<file path="config.mk">
export PLATFORM = sky130hd
export DESIGN_NAME = alu_arbiter_flat
export DESIGN_NICKNAME = d
export VERILOG_FILES = /design/src/rtl/alu_arbiter_if.sv /design/src/rtl/alu_arbiter.sv /design/src/flat_wrapper.sv
export SDC_FILE = /design/constraint.sdc
export NUM_CORES = 1
export LEC_CHECK = 0
export CAP_MARGIN = 20
export CORE_UTILIZATION = 38
export DETAILED_ROUTE_END_ITERATION = 16
export GPL_TIMING_DRIVEN = 1
export HOLD_SLACK_MARGIN = 0.05
export PLACE_DENSITY = 0.84
export REMOVE_ABC_BUFFERS = 1
export SETUP_SLACK_MARGIN = 0.2
export SYNTH_ARGS = -nofsm -noshare
export SYNTH_HDL_FRONTEND = slang
export SYNTH_SLANG_ARGS = --single-unit
</file>
<file path="constraint.sdc">
create_clock -name clk -period 1.5 [get_ports clk]
set_input_delay 0.15 -clock clk [delete_from_list [all_inputs] [get_ports clk]]
set_output_delay 0.15 -clock clk [all_outputs]
set_load 0.02 [all_outputs]
</file>
<file path="src/rtl/alu_arbiter_if.sv">
// alu_arbiter_if: request, response and ALU-side bus of the two-requester ALU arbiter
// slave  : arbiter view (takes requests and ALU results, drives ready, ALU inputs and response)
// master : client/consumer/ALU view (the opposite directions)
interface alu_arbiter_if #(parameter int WIDTH = 4);
  logic             req0_valid, req0_ready, req0_c;
  logic [2:0]       req0_op;
  logic [WIDTH-1:0] req0_x, req0_y;
  logic             req1_valid, req1_ready, req1_c;
  logic [2:0]       req1_op;
  logic [WIDTH-1:0] req1_x, req1_y;
  logic [2:0]       alu_op;
  logic             alu_in_c;
  logic [WIDTH-1:0] alu_in_x, alu_in_y, alu_out_s;
  logic             alu_out_c, alu_zero, alu_overflow;
  logic             rsp_valid, rsp_ready, rsp_id, rsp_c, rsp_zero, rsp_ovf;
  logic [WIDTH-1:0] rsp_s;
  modport slave (
    input  req0_valid, req0_op, req0_c, req0_x, req0_y,
    input  req1_valid, req1_op, req1_c, req1_x, req1_y,
    input  alu_out_s, alu_out_c, alu_zero, alu_overflow, rsp_ready,
    output req0_ready, req1_ready, alu_op, alu_in_c, alu_in_x, alu_in_y,
    output rsp_valid, rsp_id, rsp_s, rsp_c, rsp_zero, rsp_ovf
  );
  modport master (
    output req0_valid, req0_op, req0_c, req0_x, req0_y,
    output req1_valid, req1_op, req1_c, req1_x, req1_y,
    output alu_out_s, alu_out_c, alu_zero, alu_overflow, rsp_ready,
    input  req0_ready, req1_ready, alu_op, alu_in_c, alu_in_x, alu_in_y,
    input  rsp_valid, rsp_id, rsp_s, rsp_c, rsp_zero, rsp_ovf
  );
endinterface

</file>
<file path="src/rtl/alu_arbiter.sv">
// alu_arbiter: two-requester arbiter/sequencer for a shared combinational ALU
// Ports: clk, rst (sync, active-high); bus (alu_arbiter_if.slave: requests, ALU in/out, response);
//        busy (high in EXEC/RESP); ops_done (completed-response counter, wraps).
// Macro ALU_ARB_RR_EN: defined = round-robin on contention, undefined = req0 fixed priority.
module alu_arbiter #(
  parameter int WIDTH = 4,
  parameter int CNT_W = 8
) (
  input  logic             clk,
  input  logic             rst,
  alu_arbiter_if.slave     bus,
  output logic             busy,
  output logic [CNT_W-1:0] ops_done
);
  typedef enum logic [1:0] {IDLE, EXEC, RESP} state_t;
  state_t           r_state, w_next;
  logic             r_last, r_id, w_pick1, w_acc, w_done;
  logic [2:0]       r_op;
  logic             r_c, r_oc, r_z, r_v;
  logic [WIDTH-1:0] r_x, r_y, r_s;
  logic [CNT_W-1:0] r_cnt;
`ifdef ALU_ARB_RR_EN
  assign w_pick1 = bus.req1_valid & (~bus.req0_valid | ~r_last);
`else
  logic w_unused_last;
  assign w_unused_last = r_last;
  assign w_pick1 = bus.req1_valid & ~bus.req0_valid;
`endif
  // ready is gated by rst so both grants stay low while reset is held
  assign w_acc  = (r_state == IDLE) & ~rst & (bus.req0_valid | bus.req1_valid);
  assign w_done = (r_state == RESP) & bus.rsp_ready;
  always_ff @(posedge clk)
    if (rst) r_state <= IDLE;
    else r_state <= w_next;
  always_comb
    w_next = r_state == IDLE ? (w_acc ? EXEC : IDLE) :
             r_state == EXEC ? RESP : (bus.rsp_ready ? IDLE : RESP);
  always_comb begin
    bus.req0_ready = w_acc & ~w_pick1;
    bus.req1_ready = w_acc & w_pick1;
    bus.rsp_valid  = r_state == RESP;
    busy           = r_state != IDLE;
  end
  always_ff @(posedge clk)
    if (rst) begin
      r_op   <= '0;
      r_c    <= 1'b0;
      r_x    <= '0;
      r_y    <= '0;
      r_id   <= 1'b0;
      r_last <= 1'b1;
      r_s    <= '0;
      r_oc   <= 1'b0;
      r_z    <= 1'b0;
      r_v    <= 1'b0;
      r_cnt  <= '0;
    end else begin
      if (w_acc) begin
        r_op   <= w_pick1 ? bus.req1_op : bus.req0_op;
        r_c    <= w_pick1 ? bus.req1_c : bus.req0_c;
        r_x    <= w_pick1 ? bus.req1_x : bus.req0_x;
        r_y    <= w_pick1 ? bus.req1_y : bus.req0_y;
        r_id   <= w_pick1;
        r_last <= w_pick1;
      end
      if (r_state == EXEC) begin
        r_s  <= bus.alu_out_s;
        r_oc <= bus.alu_out_c;
        r_z  <= bus.alu_zero;
        r_v  <= bus.alu_overflow;
      end
      if (w_done) r_cnt <= r_cnt + 1'b1;
    end
  // r_id only changes on acceptance in IDLE, so it stays stable for the whole RESP phase
  assign bus.alu_op   = r_op;
  assign bus.alu_in_c = r_c;
  assign bus.alu_in_x = r_x;
  assign bus.alu_in_y = r_y;
  assign bus.rsp_id   = r_id;
  assign bus.rsp_s    = r_s;
  assign bus.rsp_c    = r_oc;
  assign bus.rsp_zero = r_z;
  assign bus.rsp_ovf  = r_v;
  assign ops_done     = r_cnt;
endmodule

</file>
<file path="src/flat_wrapper.sv">
// flat-port wrapper written by rule: the top's interface ports become plain ports
module alu_arbiter_flat 
#(
  parameter int WIDTH = 4,
  parameter int CNT_W = 8
)
  (clk, rst, busy, ops_done, bus_req0_valid, bus_req0_op, bus_req0_c, bus_req0_x, bus_req0_y, bus_req1_valid, bus_req1_op, bus_req1_c, bus_req1_x, bus_req1_y, bus_alu_out_s, bus_alu_out_c, bus_alu_zero, bus_alu_overflow, bus_rsp_ready, bus_req0_ready, bus_req1_ready, bus_alu_op, bus_alu_in_c, bus_alu_in_x, bus_alu_in_y, bus_rsp_valid, bus_rsp_id, bus_rsp_s, bus_rsp_c, bus_rsp_zero, bus_rsp_ovf);
  alu_arbiter_if #(.WIDTH(WIDTH)) bus_i ();
  input  logic clk;
  input  logic rst;
  output logic busy;
  output logic [CNT_W-1:0] ops_done;
  input wire logic [$bits(bus_i.req0_valid)-1:0] bus_req0_valid;
  input wire logic [$bits(bus_i.req0_op)-1:0] bus_req0_op;
  input wire logic [$bits(bus_i.req0_c)-1:0] bus_req0_c;
  input wire logic [$bits(bus_i.req0_x)-1:0] bus_req0_x;
  input wire logic [$bits(bus_i.req0_y)-1:0] bus_req0_y;
  input wire logic [$bits(bus_i.req1_valid)-1:0] bus_req1_valid;
  input wire logic [$bits(bus_i.req1_op)-1:0] bus_req1_op;
  input wire logic [$bits(bus_i.req1_c)-1:0] bus_req1_c;
  input wire logic [$bits(bus_i.req1_x)-1:0] bus_req1_x;
  input wire logic [$bits(bus_i.req1_y)-1:0] bus_req1_y;
  input wire logic [$bits(bus_i.alu_out_s)-1:0] bus_alu_out_s;
  input wire logic [$bits(bus_i.alu_out_c)-1:0] bus_alu_out_c;
  input wire logic [$bits(bus_i.alu_zero)-1:0] bus_alu_zero;
  input wire logic [$bits(bus_i.alu_overflow)-1:0] bus_alu_overflow;
  input wire logic [$bits(bus_i.rsp_ready)-1:0] bus_rsp_ready;
  output wire logic [$bits(bus_i.req0_ready)-1:0] bus_req0_ready;
  output wire logic [$bits(bus_i.req1_ready)-1:0] bus_req1_ready;
  output wire logic [$bits(bus_i.alu_op)-1:0] bus_alu_op;
  output wire logic [$bits(bus_i.alu_in_c)-1:0] bus_alu_in_c;
  output wire logic [$bits(bus_i.alu_in_x)-1:0] bus_alu_in_x;
  output wire logic [$bits(bus_i.alu_in_y)-1:0] bus_alu_in_y;
  output wire logic [$bits(bus_i.rsp_valid)-1:0] bus_rsp_valid;
  output wire logic [$bits(bus_i.rsp_id)-1:0] bus_rsp_id;
  output wire logic [$bits(bus_i.rsp_s)-1:0] bus_rsp_s;
  output wire logic [$bits(bus_i.rsp_c)-1:0] bus_rsp_c;
  output wire logic [$bits(bus_i.rsp_zero)-1:0] bus_rsp_zero;
  output wire logic [$bits(bus_i.rsp_ovf)-1:0] bus_rsp_ovf;
  assign bus_i.req0_valid = bus_req0_valid;
  assign bus_i.req0_op = bus_req0_op;
  assign bus_i.req0_c = bus_req0_c;
  assign bus_i.req0_x = bus_req0_x;
  assign bus_i.req0_y = bus_req0_y;
  assign bus_i.req1_valid = bus_req1_valid;
  assign bus_i.req1_op = bus_req1_op;
  assign bus_i.req1_c = bus_req1_c;
  assign bus_i.req1_x = bus_req1_x;
  assign bus_i.req1_y = bus_req1_y;
  assign bus_i.alu_out_s = bus_alu_out_s;
  assign bus_i.alu_out_c = bus_alu_out_c;
  assign bus_i.alu_zero = bus_alu_zero;
  assign bus_i.alu_overflow = bus_alu_overflow;
  assign bus_i.rsp_ready = bus_rsp_ready;
  assign bus_req0_ready = bus_i.req0_ready;
  assign bus_req1_ready = bus_i.req1_ready;
  assign bus_alu_op = bus_i.alu_op;
  assign bus_alu_in_c = bus_i.alu_in_c;
  assign bus_alu_in_x = bus_i.alu_in_x;
  assign bus_alu_in_y = bus_i.alu_in_y;
  assign bus_rsp_valid = bus_i.rsp_valid;
  assign bus_rsp_id = bus_i.rsp_id;
  assign bus_rsp_s = bus_i.rsp_s;
  assign bus_rsp_c = bus_i.rsp_c;
  assign bus_rsp_zero = bus_i.rsp_zero;
  assign bus_rsp_ovf = bus_i.rsp_ovf;
  alu_arbiter #(.WIDTH(WIDTH), .CNT_W(CNT_W)) u_core (.clk(clk), .rst(rst), .bus(bus_i), .busy(busy), .ops_done(ops_done));
endmodule
</file>
; Word-level counts from Yosys, hierarchy flattened
; Cells that the tools add are included.
; W data, S select, Z words.
[word_totals]
regBits = 30
inputBits = 36
output_inout_bits = 32
[op_classes]
n_addsub = 1
eq_ne = 2
muxes = 8
bitwise_logic = 10
n_reduce_logical = 2
[ops]
columns = operator, n
row1 = $add A8 B1 Y8 const B, 1
row2 = $mux W4, 2
row3 = $and A1 B1 Y1, 6
row4 = $mux W2, 3
row5 = $mux W3, 1
row6 = $not A1 Y1, 3
row7 = $eq A2 B1 Y1 const B, 1
row8 = $eq A2 B2 Y1 const B, 1
row9 = $logic_not A2 Y1, 1
row10 = $mux W1, 2
row11 = $reduce_bool A2 Y1, 1
row12 = $or A1 B1 Y1, 1

; Longest topological paths before layout
[depth]
ltp_word = 5
ltp_mapped = 5

; Worst setup path before layout
; Ideal clock, no wire load.
[synth_timing]
kind = register to output
from = reg u_core.r_state[1]
to = out bus_req0_ready
t_arrival_ps = 1263
slack_ps = 87
path_stages_with_launch = 4
path_buffers = 0
path_cell_list = dfxtp_1 nor2_1 and2_0 nor2b_1
[synth_between]
elab_chain_cells = 4
[synth_rtl]
columns = item, line
row1 = "start, declared", alu_arbiter.sv:16  ; state_t r_state, w_next;
row2 = "start signal, assigned", alu_arbiter.sv:34  ; else r_state <= w_next;
row3 = $logic_not A2 Y1, alu_arbiter.sv:30  ; assign w_acc = (r_state == IDLE) & ~rst & (bus.req0_valid | bus.req1_valid);
row4 = $and A1 B1 Y1 (2 in a row), alu_arbiter.sv:30
row5 = $and A1 B1 Y1, alu_arbiter.sv:39  ; bus.req0_ready = w_acc & ~w_pick1;
row6 = "end, declared", flat_wrapper.sv:28  ; output wire logic [$bits(bus_i.req0_ready)-1:0] bus_req0_ready;
; Every way passes these cells.

; Final worst setup path
[layout_timing]
from = reg u_core.r_state[0]
to = reg u_core.r_cnt[7], in the netlist u_core.ops_done[7]
[layout_between]
elab_chain_cells = 2
[layout_rtl]
columns = item, line
row1 = $eq A2 B2 Y1, alu_arbiter.sv:31  ; assign w_done = (r_state == RESP) & bus.rsp_ready;
row2 = $and A1 B1 Y1, alu_arbiter.sv:31
row3 = "end signal, assigned", alu_arbiter.sv:72  ; if (w_done) r_cnt <= r_cnt + 1'b1;
row4 = "end, declared", alu_arbiter.sv:21  ; logic [CNT_W-1:0] r_cnt;
; Every way passes these cells.
; A chain may end at the register's enable or synchronous reset.

==> metrics.cfg <==
[layout]
drive_gt1_frac = 0.2454
layout.nets = 252
syn2layout_area_growth_pct = 74.07
postLayoutCoreUtil = 0.7116
fin_cells = 260
fillers = 239
antenna_cells = 0

[cts]
cts_root_buf = clkbuf_4
clk_pin_slew_ps = 90
cts_max_level = 2
numCtsBuffers = 5
clock-sinks = 30
insertion_delay_ps = 330
clock_path_buffers = 2
cts_tree = built

[global_route]
busiest_layer = met2
overflow = 0
grt_util_met2 = 0.3698
grt_max_degree = 30
antenna_found_initial = 0
use_met3 = 0.08009
grt_usage = 0.2077
grt_pass1_wl_um = 5451
first_global_vias = 1261
grt_use_met1 = 0.2176

[critical_path]
critPathCaptureType = flip-flop
path_common_cell = buf_6
arrival_ps = 1620
critical_path_class = flip-flop to flip-flop
cp_cell_sequence = buf_6 > nand3b_1 > buf_6 > o31ai_2 > a21oi_2
required_ps = 1720
crit_path_max_fanout = 5
cp_slowest_cell = dfxtp_2
worstSetupStartpointType = flip-flop
crit_path_max_incr_delay_ps = 350

[route]
viasPerCell = 5.085
final_antenna_net_count = 0
wl_per_cell_um = 13.58
drc = 0
routed_wl_um = 3531
drt_iter0_markers = 29
vias = 1322
drt_pre_antenna_iters = 4

[yosys]
synthArstFlopShare = 0
syn_avg_cell_area_um2 = 9.687
synth_seq_cells = 30
synth-seq-area-share = 0.4697
synthCells = 132
synth_cell_type_count = 25
synth_most_common_cell = dfxtp_1
synthTopCellsByArea = dfxtp_1 (47%), mux2i_1 (16%), a211oi_1 (8.2%)
synth_edf_count = 0
synth_top_area_frac = 0.4697
syn-cell-area_um2 = 1279
synth_top_area_cell = dfxtp_1
synthFlopType = dfxtp_1
ys_warn_count = 0
synth_top_cells_by_count = dfxtp_1 (30), mux2i_1 (20), a21oi_1 (18)

[floorplanning]
die_h_um = 60.01
fp.dieW_um = 60.01
core.rowCount = 20
ios = 68
start_util = 0.4088
fp.coreArea_um2 = 3128
die-area_um2 = 3601

[sta]
period_share = 0.9334
grt_setup_unrepaired = yes
worst_pin_slew_ps = 301.3
maxSlewHeadroom = 0.7992
fin_worst_skew_ps = 7.532
max_freq_mhz = 714.3
finalHoldViolCount = 0
post-route-min-period_ps = 1400
worst_slack_ps = 99.95
setup_viol = 0
hold_ws_ps = 231.6
slew_viol_final = 0

[place]
gp_congestion = 0.7148
preCtsSetupSlack_ps = -367.6
hpwlAfterDp_um = 2478
io_buffers = 67
placed_cells = 246

[hold_path]
hp-class = input pin to flip-flop

[power]
power_density_nw_per_um2 = 852.5
vdd_ir_drop_max_uv = 560.5
p_leak_nw = 0.9825

[job]
max_cap_violations = 0

[run_status]
status = complete, no violations

## logic make-up (layout without fill, tap and decap cells)
kind of cell / after synthesis / count (layout) / synth area share
AO/OA/AOI/OAI: 38 / 38 / 0.1859
flip-flops: 30 / 30 / 0.4697
AND/OR/NAND/NOR: 30 / 30 / 0.1243
multiplexers: 20 / 20 / 0.1566
buffers and inverters: 11 / 95 / 0.04011
XOR/XNOR: 2 / 2 / 0.01370
adder cells (fa/ha/maj): 1 / 1 / 0.009783
## layout make-up
class / instances / area, µm² / share of cell area
timing repair buffer: 86 / 774.5 / 0.3479
multi-input combinational: 91 / 719.4 / 0.3232
sequential: 30 / 613.1 / 0.2754
clock buffer: 7 / 55.05 / 0.02473
tap: 44 / 55.05 / 0.02473
clock inverter: 1 / 5.005 / 0.002248
inverter: 1 / 3.754 / 0.001686
## cell usage in the layout, fill, tap and decap left out, types with 2 or more instances in the layout
cell              n
a211oi_1         14
a21oi_1          16
a21oi_2           2
buf_2             2
buf_4            16
buf_6             5
clkbuf_4          5
clkdlybuf4s50_1  32
dfxtp_1          24
dfxtp_2           4
dfxtp_4           2
dlygate4sd2_1    30
mux2i_1          20
nand3_1           2
nor2_1           10
nor2b_2           2
o21ai_0           2
o31ai_2           2
or4_1             3
xor2_1            2
## metrics by stage
stage	setup TNS, ps	power, mW	instance area [µm²]
final	0	1.898	2226
after global routing	0	1.999	2226
after CTS	0	1.903	2190
after detailed placement	-1479	1.431	2054
after global placement	-1245	1.417	2054
after floorplan	-2584	1.129	1231
## registers in the layout (all words and copies together), names as in the netlist
signal / cells
u_core.bus.alu_in_c: 1
u_core.bus.alu_in_x: 4
u_core.bus.alu_in_y: 4
u_core.bus.alu_op: 3
u_core.bus.rsp_c: 1
u_core.bus.rsp_id: 1
u_core.bus.rsp_ovf: 1
u_core.bus.rsp_s: 4
u_core.bus.rsp_zero: 1
u_core.ops_done: 8
u_core.r_state: 2
## layer usage
metal / up-vias / part of all wire
met5: - / 0
met3: 7 / 0.088
met2: 75 / 0.51
met4: 0 / 0.022
met1: 587 / 0.38
li1: 653 / -
## what timing repair did
action                     in CTS  in global routing
gates cloned                    1                  0
setup buffers                   4                  1
hold buffers                    0                  0
gates resized for setup        77                  9
pin swaps                      11                  0
setup endpoints to repair      40                 12
## critical path, delay by kind of cell (launching register included)
kind	cells	cell delay [ps]
AOI/OAI and AO/OA	2	410
buffers and inverters	2	310
DFF	1	350
and+or+nand+nor	1	230
## power by group
| group | internal [mW] | switching [mW] | leakage, nW |
|---|---|---|---|
| clock | 0.227 | 0.270 | 0.0353 |
| sequential | 0.852 | 0.0325 | 0.249 |
| combinational | 0.265 | 0.251 | 0.699 |
| total | 1.34 | 0.554 | 0.982 |
## final timing paths
kind	start	end	slack, ps	depth (start not counted)
worst min-delay path	bus_req0_valid	u_core.bus.rsp_id$_SDFFE_PP0P_	230	2
worst max-delay path	u_core.r_state[0]$_SDFF_PP0_	u_core.ops_done[7]$_SDFFE_PP0P_	100	5
worst max register to register	u_core.r_state[0]$_SDFF_PP0_	u_core.ops_done[7]$_SDFFE_PP0P_	100	5
worst min register to register	u_core.bus.rsp_ovf$_SDFFE_PP0N_	u_core.bus.rsp_ovf$_SDFFE_PP0N_	500	2
Power figures use the tool's default switching activity.
